## config.mk

```make
export PLATFORM = sky130hd
export DESIGN_NAME = serial_adder_ctrl
export DESIGN_NICKNAME = d
export VERILOG_FILES = /design/src/rtl/serial_adder_pkg.sv /design/src/rtl/full_adder_b.sv /design/src/rtl/serial_adder_ctrl.sv
export SDC_FILE = /design/constraint.sdc
export NUM_CORES = 1
export LEC_CHECK = 0
export CORE_MARGIN = 2
export CORE_UTILIZATION = 46
export DETAILED_ROUTE_END_ITERATION = 16
export PLACE_DENSITY = 0.83
export SYNTH_ARGS = -nofsm -noshare
export SYNTH_HDL_FRONTEND = slang
export SYNTH_SLANG_ARGS = --single-unit
export TNS_END_PERCENT = 10
```

## constraint.sdc

```tcl
create_clock -name clk -period 1.9 [get_ports clk]
set_input_delay 0.285 -clock clk [delete_from_list [all_inputs] [get_ports clk]]
set_output_delay 0.285 -clock clk [all_outputs]
set_load 0.05 [all_outputs]
```

## src/rtl/serial_adder_pkg.sv

```systemverilog
// Shared types and constants for the bit-serial adder.
// Optional feature macro used by this slice: SERIAL_ADDER_OVF_EN.
package serial_adder_pkg;

   localparam int DEFAULT_WIDTH = 8;

   typedef enum logic [1:0] {
      IDLE  = 2'd0,
      SHIFT = 2'd1,
      DONE  = 2'd2
   } state_t;

endpackage

```

## src/rtl/full_adder_b.sv

```systemverilog
// Single-bit full adder cell sequenced by serial_adder_ctrl.
module full_adder_b (
   input  logic a,
   input  logic b,
   input  logic c0,
   output logic s,
   output logic c
);

   // Sum and carry of one bit position.
   always_comb begin
      s = a ^ b ^ c0;
      c = (a & b) | (c0 & (a ^ b));
   end

endmodule

```

## src/rtl/serial_adder_ctrl.sv

```systemverilog
// Bit-serial WIDTH-bit adder: operands load in parallel on start, shift LSB-first
// through one full adder with a registered carry, and the result is presented in
// parallel with a one-cycle done strobe.
// Defining SERIAL_ADDER_OVF_EN adds a registered two's-complement overflow flag (ovf).
module serial_adder_ctrl
   import serial_adder_pkg::*;
#(
   parameter int WIDTH = DEFAULT_WIDTH
) (
   input  logic             clk,
   input  logic             rst_n,
   input  logic             start,
   input  logic [WIDTH-1:0] a,
   input  logic [WIDTH-1:0] b,
   input  logic             cin,
   output logic             busy,
   output logic             done,
   output logic [WIDTH-1:0] sum,
   output logic             cout
`ifdef SERIAL_ADDER_OVF_EN
   ,
   output logic             ovf
`endif
);

   localparam int            CW   = $clog2(WIDTH);
   localparam logic [CW-1:0] LAST = CW'(WIDTH - 1);

   state_t           state;
   logic [WIDTH-1:0] sa;
   logic [WIDTH-1:0] sb;
   // Holds the WIDTH-1 low result bits; the MSB comes straight from the adder
   // on the final shift, so no bit of this register is ever thrown away.
   logic [WIDTH-2:0] ps;
   logic [WIDTH-2:0] ps_shift;
   logic             carry;
   logic [CW-1:0]    cnt;
   logic             fa_s;
   logic             fa_c;
`ifdef SERIAL_ADDER_OVF_EN
   logic             a_msb;
   logic             b_msb;
`endif

   full_adder_b u_fa (
      .a  (sa[0]),
      .b  (sb[0]),
      .c0 (carry),
      .s  (fa_s),
      .c  (fa_c)
   );

   // Next partial sum: new bit enters at the top, older bits move toward bit 0.
   always_comb begin
      ps_shift           = '0;
      ps_shift[WIDTH-2]  = fa_s;
      for (int i = 0; i < WIDTH - 2; i++) begin
         ps_shift[i] = ps[i + 1];
      end
   end

   // Control FSM plus datapath registers; outputs are registered so busy/done are glitch-free.
   always_ff @(posedge clk) begin
      if (!rst_n) begin
         state <= IDLE;
         sa    <= '0;
         sb    <= '0;
         ps    <= '0;
         carry <= 1'b0;
         cnt   <= '0;
         busy  <= 1'b0;
         done  <= 1'b0;
         sum   <= '0;
         cout  <= 1'b0;
`ifdef SERIAL_ADDER_OVF_EN
         a_msb <= 1'b0;
         b_msb <= 1'b0;
         ovf   <= 1'b0;
`endif
      end else begin
         case (state)
            IDLE: begin
               done <= 1'b0;
               if (start) begin
                  sa    <= a;
                  sb    <= b;
                  carry <= cin;
                  ps    <= '0;
                  cnt   <= '0;
                  busy  <= 1'b1;
`ifdef SERIAL_ADDER_OVF_EN
                  a_msb <= a[WIDTH-1];
                  b_msb <= b[WIDTH-1];
`endif
                  state <= SHIFT;
               end
            end
            SHIFT: begin
               sa    <= sa >> 1;
               sb    <= sb >> 1;
               carry <= fa_c;
               ps    <= ps_shift;
               if (cnt == LAST) begin
                  cnt   <= '0;
                  busy  <= 1'b0;
                  done  <= 1'b1;
                  sum   <= {fa_s, ps};
                  cout  <= fa_c;
`ifdef SERIAL_ADDER_OVF_EN
                  ovf   <= (a_msb == b_msb) && (fa_s != a_msb);
`endif
                  state <= DONE;
               end else begin
                  cnt <= cnt + 1'b1;
               end
            end
            DONE: begin
               done  <= 1'b0;
               state <= IDLE;
            end
            default: begin
               busy  <= 1'b0;
               done  <= 1'b0;
               state <= IDLE;
            end
         endcase
      end
   end

endmodule

```

==> impl_metrics.json, run 1 <==
{
  "via_count": 1295,
  "tns_ns": 0,
  "synthCells": 167,
  "dp_slack_ns": 0.287,
  "grt.met2_usage_pct": 25.5,
  "power_density_nw_per_um2": 804,
  "num_io_pins": 31,
  "dp_hpwl_mm": 2.03,
  "cts_resized": 0,
  "firstDrtPassIters": 4,
  "dieHeight_um": 63.1,
  "power_uw": 1620,
  "start_util_pct": 48.2,
  "fmax_mhz": 556,
  "drtAntennaViolNets": 0,
  "final_common_cell": "dfxtp_1",
  "track_usage_pct": 16.6,
  "die_w_um": 63.1,
  "drive_gt1_share_pct": 9.60,
  "fin_util_pct": 60.4,
  "status": "finished, final reports clean",
  "relSlewSlack_pct": 64.5,
  "area_growth_pct": 25.4,
  "rsz0062_at_grt": "no",
  "cts_tree": "yes",
  "peakVddDrop_uv": 479,
  "die_area_um2": 3980,
  "synth-edff-count": 0,
  "hold_violations": 0,
  "async_reset_ff_share_pct": 0,
  "syn-cell-area_um2": 1610,
  "p_leak_uw": 0.000743,
  "placed_area_um2": 1940,
  "drv_cap": 0,
  "start_kind": "flop",
  "p_switching_uw": 388,
  "worstHoldPathType": "reg2reg",
  "detail_route.wl_per_cell_um": 12.3,
  "share_comb_of_total_power_pct": 10.6,
  "synth-seq-cells": 40,
  "worst_slack_ns": 0.100,
  "cts_buffers": 5,
  "arrival_ns": 1.51,
  "required_ns": 1.62,
  "syn_avg_cell_area_um2": 9.63,
  "ys.flop_type": "dfxtp_1",
  "post_cts_buffers": 0,
  "grt_overflow_total": 0,
  "worstPathCellList": "clkdlybuf4s50_1",
  "htree_levels": 2,
  "layout_worst_path_cycle_share_pct": 94.7,
  "grt_use_met1_pct": 21.7,
  "clock-sinks": 40,
  "grt_pass1_vias": 1157,
  "cts_root_buf": "clkbuf_4",
  "finalNetCount": 220,
  "crit_fanout": 2,
  "use_met3_pct": 5.36,
  "path_clk_slew_ns": 0.13,
  "num_rows": 21,
  "grt_start_max_net_pins": 39,
  "yosysWarnings": 0,
  "synth.distinct_cells": 25,
  "drt_iter0_drc": 50,
  "critical-path-slowest-cell": "clkdlybuf4s50_1",
  "fin_crit_ns": 1.80,
  "p_int_uw": 1230,
  "drc_errors": 0,
  "viasPerCell": 5.31,
  "cp-end-kind": "output port",
  "cp_top_family": "buffers and inverters",
  "clk_latency_ns": 0.35,
  "place.gp.congestion": 0.757,
  "power.share.clock_pct": 34.4,
  "path_class": "reg2out",
  "synth_fp_nets": 190,
  "netSwitchingFraction_pct": 23.9,
  "final_cell_mix": "dfxtp_1, clkdlybuf4s50_1, o21ai_0",
  "drt-total-wl_mm": 3.01,
  "grt_most_used_layer": "met2",
  "grt_pass1_wl_mm": 5.22,
  "tightest_slew_ns": 0.532,
  "maxSlewViolCount": 0,
  "final_area_um2": 2020,
  "clockBufferDepth": 2,
  "antennaDiodeCount": 0,
  "io_buffers": 30,
  "seqPwrFrac_pct": 55.0,
  "yosysSeqAreaShare_pct": 49.8,
  "report.final.setup_viol": 0,
  "critPathBufInv": 1,
  "antenna_found_initial": 0,
  "core-area_um2": 3340,
  "cpPeakStageDelay_ns": 0.80,
  "finClkSkew_ns": 0.0145,
  "cts_hold_buffers": 0
}
## area by class of cell
| cell class | count | area, um^2 |
|---|---|---|
| clock buffers | 5 | 37.5 |
| clock inverters | 3 | 42.5 |
| fillers | 297 | 1320 |
| inverters | 2 | 7.51 |
| multi-input cells | 111 | 718 |
| flip-flops and latches | 40 | 801 |
| well taps | 46 | 57.6 |
| repair buffers | 37 | 353 |
## final timing paths
kind              cells past startpoint                  end                start  slack (ns)
setup reg to reg                      4  cnt[0]$_SDFFE_PN0P_  cnt[0]$_SDFFE_PN0P_        0.50
setup / recovery                      1                 done    done$_SDFFE_PN0P_        0.10
hold reg to reg                       2    cout$_SDFFE_PN0P_    cout$_SDFFE_PN0P_        0.48
hold / removal                        2    cout$_SDFFE_PN0P_    cout$_SDFFE_PN0P_        0.48
## registers in the layout, indices dropped and copies added, names as in the netlist, 2 cells and up
name / cells
cnt: 3
state: 2
sb: 8
ps: 7
sum: 8
sa: 8
## cells in the mapped netlist, types with 4 or more instances
cell      number  area share [%]
nor2_1         4            0.93
clkbuf_1       5             1.2
o21ai_0       19             5.9
o211ai_1      15             7.0
nand2_1       15             3.5
nand3_1        9             2.8
buf_2          5             1.6
dfxtp_1       40              50
a21oi_1        4             1.2
o22ai_1        9             3.5
o21ai_1       10             3.1
mux2i_1       16              10
## power by group through the flow
stage	Sequential, uW	Combinational, uW	Clock (uW)
final	892	172	558
after global routing	896	188	612
after CTS	892	173	571
after detailed placement	911	173	0
after global placement	910	170	0
after floorplan	911	107	0
## per-layer routing
metal / vias up / share of wire, %
met5: - / 0
met3: 4 / 4.9
met4: 0 / 1.3
li1: 668 / -
met1: 595 / 48
met2: 28 / 46
## per-stage QoR
step / hold slack, ns / instances
floorplan: 0.425 / 167
global placement: 0.456 / 236
detailed placement: 0.462 / 236
CTS: 0.469 / 244
global route: 0.486 / 244
finish: 0.477 / 244
## cell families after synthesis
| group | after synthesis | synth area share, % |
|---|---|---|
| buf+inv | 16 | 5.52 |
| mux | 16 | 9.96 |
| fa+ha+maj | 3 | 2.80 |
| flops | 40 | 49.8 |
| simple gates | 35 | 11.1 |
| compound gates | 57 | 20.8 |
Power figures use the tool's default switching activity.
==> run 2, diff against run 1 <==
SKIP_LAST_GASP = 1   (was not set)
==> results of run 2 <==
Same layout as run 1: the final DEF is identical, and so are final timing and power.
